[src/rtl/harmonic_analyser.sv]
// Per-frame harmonic capture over an FFT magnitude stream, with optional auto-peak fundamental,
// power-of-two frame averaging and a shared squarer producing THD numerator/denominator terms.
module harmonic_analyser #(
    parameter int unsigned FFT_LEN  = 64,
    parameter int unsigned MAG_W    = 24,
    parameter int unsigned NUM_HARM = 8,
    parameter int unsigned AVG_LOG2 = 0,
    localparam int unsigned BIN_W   = $clog2(FFT_LEN),
    localparam int unsigned SUM_W   = 2 * MAG_W + $clog2(NUM_HARM)
) (
    input  logic                      clk,
    input  logic                      rst_n,
    input  logic                      in_valid,
    output logic                      in_ready,
    input  logic                      in_sop,
    input  logic                      in_eop,
    input  logic [MAG_W-1:0]          in_mag,
    input  logic                      cfg_auto,
    input  logic [BIN_W-1:0]          cfg_fund_bin,
    output logic [NUM_HARM*MAG_W-1:0] harm_mag,
    output logic [BIN_W-1:0]          fund_bin_out,
    output logic [2*MAG_W-1:0]        fund_sq,
    output logic [SUM_W-1:0]          sumsq_harm,
    output logic                      result_valid,
    output logic                      frame_err
);

    localparam int unsigned ACC_W  = MAG_W + AVG_LOG2;
    localparam int unsigned HIDX_W = $clog2(NUM_HARM + 1);
    localparam int unsigned SQ_W   = $clog2(NUM_HARM);
    localparam int unsigned CNT_W  = (AVG_LOG2 > 0) ? AVG_LOG2 : 1;

    localparam logic [BIN_W:0]    HalfBin   = (BIN_W + 1)'(FFT_LEN / 2);
    localparam logic [BIN_W-1:0]  LastBin   = BIN_W'(FFT_LEN - 1);
    localparam logic [HIDX_W-1:0] NumHarm   = HIDX_W'(NUM_HARM);
    localparam logic [SQ_W-1:0]   LastSq    = SQ_W'(NUM_HARM - 1);
    localparam logic [CNT_W-1:0]  LastFrame = CNT_W'((1 << AVG_LOG2) - 1);

    typedef enum logic [1:0] {StIdle, StCollect, StSquare, StDone} state_e;

    state_e                     state_q, state_d;
    logic [BIN_W-1:0]           bin_q, bin_d;
    logic [BIN_W-1:0]           fund_q, fund_d;
    logic [BIN_W:0]             target_q, target_d;
    logic [HIDX_W-1:0]          hidx_q, hidx_d;
    logic [MAG_W-1:0]           cap_q [NUM_HARM];
    logic [MAG_W-1:0]           cap_d [NUM_HARM];
    logic [MAG_W-1:0]           pk_val_q, pk_val_d;
    logic [BIN_W-1:0]           pk_bin_q, pk_bin_d;
    logic [BIN_W-1:0]           stored_pk_q, stored_pk_d;
    logic                       trained_q, trained_d;
    logic                       train_q, train_d;
    logic [ACC_W-1:0]           acc_q [NUM_HARM];
    logic [ACC_W-1:0]           acc_d [NUM_HARM];
    logic [CNT_W-1:0]           frames_q, frames_d;
    logic [MAG_W-1:0]           avg_q [NUM_HARM];
    logic [MAG_W-1:0]           avg_d [NUM_HARM];
    logic [BIN_W-1:0]           grp_fund_q, grp_fund_d;
    logic [SQ_W-1:0]            sq_idx_q, sq_idx_d;
    logic [2*MAG_W-1:0]         fsq_acc_q, fsq_acc_d;
    logic [SUM_W-1:0]           sum_acc_q, sum_acc_d;
    logic [NUM_HARM*MAG_W-1:0]  harm_mag_q, harm_mag_d;
    logic [BIN_W-1:0]           fund_bin_q, fund_bin_d;
    logic [2*MAG_W-1:0]         fund_sq_q, fund_sq_d;
    logic [SUM_W-1:0]           sumsq_q, sumsq_d;
    logic                       result_valid_q, result_valid_d;
    logic                       frame_err_q, frame_err_d;

    logic                       accept;
    logic [BIN_W-1:0]           f_sel;
    logic [ACC_W-1:0]           acc_sum [NUM_HARM];
    logic [MAG_W-1:0]           sq_in;
    logic [2*MAG_W-1:0]         sq_prod;

    assign in_ready = (state_q == StIdle) || (state_q == StCollect);
    assign accept   = in_valid && in_ready;

    always_comb begin
        state_d        = state_q;
        bin_d          = bin_q;
        fund_d         = fund_q;
        target_d       = target_q;
        hidx_d         = hidx_q;
        cap_d          = cap_q;
        pk_val_d       = pk_val_q;
        pk_bin_d       = pk_bin_q;
        stored_pk_d    = stored_pk_q;
        trained_d      = trained_q;
        train_d        = train_q;
        acc_d          = acc_q;
        frames_d       = frames_q;
        avg_d          = avg_q;
        grp_fund_d     = grp_fund_q;
        sq_idx_d       = sq_idx_q;
        fsq_acc_d      = fsq_acc_q;
        sum_acc_d      = sum_acc_q;
        harm_mag_d     = harm_mag_q;
        fund_bin_d     = fund_bin_q;
        fund_sq_d      = fund_sq_q;
        sumsq_d        = sumsq_q;
        result_valid_d = 1'b0;
        frame_err_d    = 1'b0;
        f_sel          = cfg_auto ? stored_pk_q : cfg_fund_bin;
        sq_in          = '0;
        for (int k = 0; k < NUM_HARM; k++) begin
            acc_sum[k] = acc_q[k] + ACC_W'(cap_q[k]);
            if (sq_idx_q == SQ_W'(k)) sq_in = avg_q[k];
        end
        sq_prod = {{MAG_W{1'b0}}, sq_in} * {{MAG_W{1'b0}}, sq_in};

        if (accept && in_sop) begin
            // A sop inside a frame flags the old frame and then starts a fresh one on this beat.
            if (state_q == StCollect) frame_err_d = 1'b1;
            if (!cfg_auto) trained_d = 1'b0;
            if ((!cfg_auto && cfg_fund_bin == '0) || in_eop) begin
                frame_err_d = 1'b1;
                state_d     = StIdle;
            end else begin
                state_d  = StCollect;
                bin_d    = BIN_W'(1);
                fund_d   = f_sel;
                target_d = {1'b0, f_sel};
                hidx_d   = '0;
                pk_val_d = '0;
                pk_bin_d = BIN_W'(1);
                train_d  = cfg_auto && !trained_q;
                for (int k = 0; k < NUM_HARM; k++) cap_d[k] = '0;
            end
        end else if (accept && state_q == StCollect) begin
            bin_d = bin_q + BIN_W'(1);
            if (hidx_q < NumHarm && target_q < HalfBin && {1'b0, bin_q} == target_q) begin
                for (int k = 0; k < NUM_HARM; k++) begin
                    if (hidx_q == HIDX_W'(k)) cap_d[k] = in_mag;
                end
                hidx_d   = hidx_q + HIDX_W'(1);
                target_d = target_q + {1'b0, fund_q};
            end
            if ({1'b0, bin_q} < HalfBin && in_mag > pk_val_q) begin
                pk_val_d = in_mag;
                pk_bin_d = bin_q;
            end
            if (in_eop != (bin_q == LastBin)) begin
                frame_err_d = 1'b1;
                state_d     = StIdle;
            end else if (in_eop) begin
                state_d     = StIdle;
                stored_pk_d = pk_bin_q;
                if (train_q) begin
                    trained_d = 1'b1;
                end else if (frames_q == LastFrame) begin
                    for (int k = 0; k < NUM_HARM; k++) begin
                        avg_d[k] = MAG_W'(acc_sum[k] >> AVG_LOG2);
                        acc_d[k] = '0;
                    end
                    frames_d   = '0;
                    grp_fund_d = fund_q;
                    sq_idx_d   = '0;
                    fsq_acc_d  = '0;
                    sum_acc_d  = '0;
                    state_d    = StSquare;
                end else begin
                    acc_d    = acc_sum;
                    frames_d = frames_q + CNT_W'(1);
                end
            end
        end

        if (state_q == StSquare) begin
            if (sq_idx_q == '0) fsq_acc_d = sq_prod;
            else sum_acc_d = sum_acc_q + SUM_W'(sq_prod);
            if (sq_idx_q == LastSq) state_d = StDone;
            else sq_idx_d = sq_idx_q + SQ_W'(1);
        end

        if (state_q == StDone) begin
            for (int k = 0; k < NUM_HARM; k++) harm_mag_d[k*MAG_W +: MAG_W] = avg_q[k];
            fund_bin_d     = grp_fund_q;
            fund_sq_d      = fsq_acc_q;
            sumsq_d        = sum_acc_q;
            result_valid_d = 1'b1;
            state_d        = StIdle;
        end
    end

    always_ff @(posedge clk or negedge rst_n) begin
        if (!rst_n) begin
            state_q        <= StIdle;
            bin_q          <= '0;
            fund_q         <= '0;
            target_q       <= '0;
            hidx_q         <= '0;
            pk_val_q       <= '0;
            pk_bin_q       <= '0;
            stored_pk_q    <= '0;
            trained_q      <= 1'b0;
            train_q        <= 1'b0;
            frames_q       <= '0;
            grp_fund_q     <= '0;
            sq_idx_q       <= '0;
            fsq_acc_q      <= '0;
            sum_acc_q      <= '0;
            harm_mag_q     <= '0;
            fund_bin_q     <= '0;
            fund_sq_q      <= '0;
            sumsq_q        <= '0;
            result_valid_q <= 1'b0;
            frame_err_q    <= 1'b0;
            for (int k = 0; k < NUM_HARM; k++) begin
                cap_q[k] <= '0;
                acc_q[k] <= '0;
                avg_q[k] <= '0;
            end
        end else begin
            state_q        <= state_d;
            bin_q          <= bin_d;
            fund_q         <= fund_d;
            target_q       <= target_d;
            hidx_q         <= hidx_d;
            pk_val_q       <= pk_val_d;
            pk_bin_q       <= pk_bin_d;
            stored_pk_q    <= stored_pk_d;
            trained_q      <= trained_d;
            train_q        <= train_d;
            frames_q       <= frames_d;
            grp_fund_q     <= grp_fund_d;
            sq_idx_q       <= sq_idx_d;
            fsq_acc_q      <= fsq_acc_d;
            sum_acc_q      <= sum_acc_d;
            harm_mag_q     <= harm_mag_d;
            fund_bin_q     <= fund_bin_d;
            fund_sq_q      <= fund_sq_d;
            sumsq_q        <= sumsq_d;
            result_valid_q <= result_valid_d;
            frame_err_q    <= frame_err_d;
            for (int k = 0; k < NUM_HARM; k++) begin
                cap_q[k] <= cap_d[k];
                acc_q[k] <= acc_d[k];
                avg_q[k] <= avg_d[k];
            end
        end
    end

    assign harm_mag     = harm_mag_q;
    assign fund_bin_out = fund_bin_q;
    assign fund_sq      = fund_sq_q;
    assign sumsq_harm   = sumsq_q;
    assign result_valid = result_valid_q;
    assign frame_err    = frame_err_q;

endmodule
[config.mk]
export PLATFORM = sky130hd
export DESIGN_NAME = harmonic_analyser
export DESIGN_NICKNAME = d
export VERILOG_FILES = /design/src/rtl/harmonic_analyser.sv
export SDC_FILE = /design/constraint.sdc
export NUM_CORES = 2
export LEC_CHECK = 0
export ABC_CLOCK_PERIOD_IN_PS = 10200
export CAP_MARGIN = 10
export CORE_ASPECT_RATIO = 0.6
export CORE_UTILIZATION = 55
export CTS_BUF_LIST = sky130_fd_sc_hd__clkbuf_8
export DETAILED_ROUTE_END_ITERATION = 6
export GPL_TIMING_DRIVEN = 0
export PLACE_DENSITY = 0.75
export SYNTH_ARGS = -nofsm -noshare
export SYNTH_HDL_FRONTEND = slang
export SYNTH_SLANG_ARGS = --single-unit
[constraint.sdc]
create_clock -name clk -period 10.2 [get_ports clk]
set_input_delay 1.53 -clock clk [delete_from_list [all_inputs] [get_ports clk]]
set_output_delay 1.53 -clock clk [all_outputs]
set_load 0.03 [all_outputs]
==> qor.csv <==
metric,value,unit
outcome,"finished, violations left",
violated checks,"design-rule violations, negative setup slack",
first-pass GRT wire length,279,mm
initial antenna violation count,10,
CTS Hold Buffers Added,0,
slowest CP cell,a221oi_4,
multiplexer share of the synthesized area,0.114,
FF-to-FF Start,sq_idx_q[1]$_DFF_PN0_,
Clock Path Buffers,3,
most frequent cells in the layout,"dfrtp_1, inv_1, mux2_2",
gr busiest metal,met1,
die area,98500,um^2
"Distinct cells, synth",81,
reg2reg end,sum_acc_q[48]$_DFF_PN0_,
post-route ant nets,0,
total track usage,0.388,
Gate Count Post-Synth,5018,
WL/cell,26.7,um
"Cell Area, Synth",53500,um^2
Ports,336,
post-synthesis compound-gate area fraction,0.0897,
die width,405,um
cell row count,88,
Synthesized Nets,5752,
hold path depth,2,
Die Y,244,um
global route overflow,0,
max incr delay on CP,670,ps
clock root buffer,clkbuf_8,
largest family of logic cells by synthesized area,adder cells,
"most used cell, CP",fa_1,
latest clock arrival within the worst-skew pair,880,ps
Starting Density,0.556,
yosys warns,0,
via count,43608,
vias in the first global route,43377,
Yosys reg bits,854,
register area share after synthesis,0.400,
DRT iter0 DRCs,5302,
Final Setup Violations,27,
port bufs,334,
Worst Path Arrival,11830,ps
Fin Setup TNS,-12280,ps
"Async S/R FF share, synth",1.00,
met3 Track Usage GR,0.185,
final hold vios,0,
worst setup skew after layout,47.2,ps
hold path endpoint,cap_q[125]$_DFFE_PN0P_,
hold crit path type,reg -> reg,
Setup crit start kind,flop,
drt first pass iters,7,
global routing usage on met1,0.571,
H-tree Lvls,4,
Post-synth EDFFs,0,
minimum clock period,11070,ps
Synth Area in Simple Gates,0.0898,
core area,96200,um^2
min-delay src,cap_q[125]$_DFFE_PN0P_,
area delta synth->final,25.7,%
CP Class,reg -> reg,
post-synthesis xor/xnor area fraction,0.0169,
RSZ-0062 raised after global routing,true,
crit path from,sq_idx_q[1]$_DFF_PN0_,
adder-cell area share of the yosys netlist,0.224,
CTS buffer count,131,
period utilisation layout,1.09,
WP data required,10960,ps
DR DRC count,2,
FMAX,0.0903,GHz
layout cells sized above 1,0.259,
headroom to the max-slew limit,0.141,
r2r worst-path depth,46,
vias per inst,6.11,
hold slack,479,ps
"reg-to-reg slack, setup",-870,ps
CTS tree,yes,
Syn Area/Cell,10.7,um^2
Max Slew Vio Count,0,
CP Capture Type,flop,
RD Place Congestion,1.01,
layout net count,6469,
pin count of the biggest net entering global routing,126,
Max-Cap Viols,0,
slew at the pin closest to its max-slew limit,1290,ps
hpwl dp,141,mm
Routed WL,190,mm
met2 Use GR,0.495,
crit path max fanout,7,
worst setup margin,-874,ps
clk sink count,854,
dominant synthesized flop cell,dfrtp_1,
"CTS clk-pin slew, worst paths",70,ps
"commonest non-fill, non-tap cell in the layout",dfrtp_1,
## worst max path at each step
stage          slack (ps)                      end  depth (start not counted)
2_1_floorplan         -10  sum_acc_q[50]$_DFF_PN0_                         47
3_3_place_gp       -30630  fund_sq[13]$_DFFE_PN0P_                          1
3_5_place_dp        -4020  sum_acc_q[47]$_DFF_PN0_                         42
4_1_cts              -550  sum_acc_q[47]$_DFF_PN0_                         44
5_1_grt             -1050  sum_acc_q[48]$_DFF_PN0_                         46
6_report             -870  sum_acc_q[48]$_DFF_PN0_                         46
## synthesized netlist by cell type (all sizes together) (6+ instances only)
library cell / n / share of area
a211oi: 15 / 0.0025
a21o: 48 / 0.0067
a21oi: 153 / 0.014
a221oi: 27 / 0.0047
a22o: 35 / 0.0057
a22oi: 11 / 0.0015
a31oi: 14 / 0.0016
and2: 11 / 0.0013
and3: 10 / 0.0012
buf: 41 / 0.0034
clkbuf: 222 / 0.016
dfrtp: 854 / 0.40
fa: 432 / 0.16
ha: 266 / 0.062
inv: 674 / 0.047
mux2: 500 / 0.11
mux2i: 45 / 0.0084
nand2: 481 / 0.034
nand2b: 16 / 0.0019
nand3: 202 / 0.019
nand3b: 7 / 0.00098
nand4: 33 / 0.0039
nor2: 272 / 0.019
nor2b: 22 / 0.0026
nor3: 20 / 0.0019
nor4: 6 / 0.00098
o211ai: 24 / 0.0035
o21a: 9 / 0.0013
o21ai: 338 / 0.032
o21bai: 20 / 0.0028
o2bb2ai: 6 / 0.00098
o311ai: 28 / 0.0046
o31ai: 10 / 0.0014
or2: 9 / 0.0011
xnor2: 71 / 0.012
xor2: 32 / 0.0052
## layer usage
metal	part of all wire	up-vias	wire (um)
li1	-	18045	-
met1	0.41	22295	79000
met2	0.38	2837	73200
met3	0.16	421	31400
met4	0.034	10	6470
met5	0.0016	-	313
## what timing repair did
action | CTS | global route
pin swaps | 251 | 177
gates resized for setup | 723 | 189
buffers inserted | 203 | 79
endpoints found under the setup margin | 75 | 34
gates cloned | 4 | 1
hold endpoints to repair | 0 | 0
## flip-flops by register name (all words and copies together), names as in the netlist, 7 cells and up
name / flops
cap_q: 192
sumsq_harm: 51
pk_val_q: 24
fsq_acc_q: 48
fund_sq: 48
sum_acc_q: 51
harm_mag: 192
avg_q: 192
target_q: 7
## through the flow
stage	cells	util	area, um^2	worst slack, ps
2_1_floorplan	5018	-	53500	-10.4
3_3_place_gp	6657	0.608	58500	-30630
3_5_place_dp	6666	0.610	58700	-4020
4_1_cts	7060	0.685	65900	-550
5_1_grt	7131	0.699	67200	-1050
6_report	7132	0.699	67200	-874
## critical path: cells and delay by family, from the launching register on
family                     cells  cell delay, ps
adders and majority gates     10            4220
AOI/OAI and AO/OA             17            3990
buffers and inverters         12            1270
and+or+nand+nor                6             880
DFF                            1             380
xor gates and xnor gates       1             190
## final cells by class
| type | count | area, um^2 |
|---|---|---|
| multi-input cells | 3225 | 31600 |
| repair buffers | 620 | 6090 |
| diodes | 4 | 10.0 |
| clock inverters | 70 | 453 |
| well taps | 1305 | 1630 |
| fillers | 6879 | 29000 |
| clock buffers | 151 | 2080 |
| inverters | 676 | 2590 |
| plain buffers | 227 | 1400 |
| flip-flops and latches | 854 | 21400 |
## logic make-up after synthesis
logic type,count (synthesis)
buffers and inverters,939
adders and majority gates,698
and+or+nand+nor,1103
xor gates and xnor gates,103
muxes,545
AOI/OAI and AO/OA,776
DFF,854
Power is not shown: default switching activity piles up to over one toggle a cycle in this logic, so the estimate is an artifact.
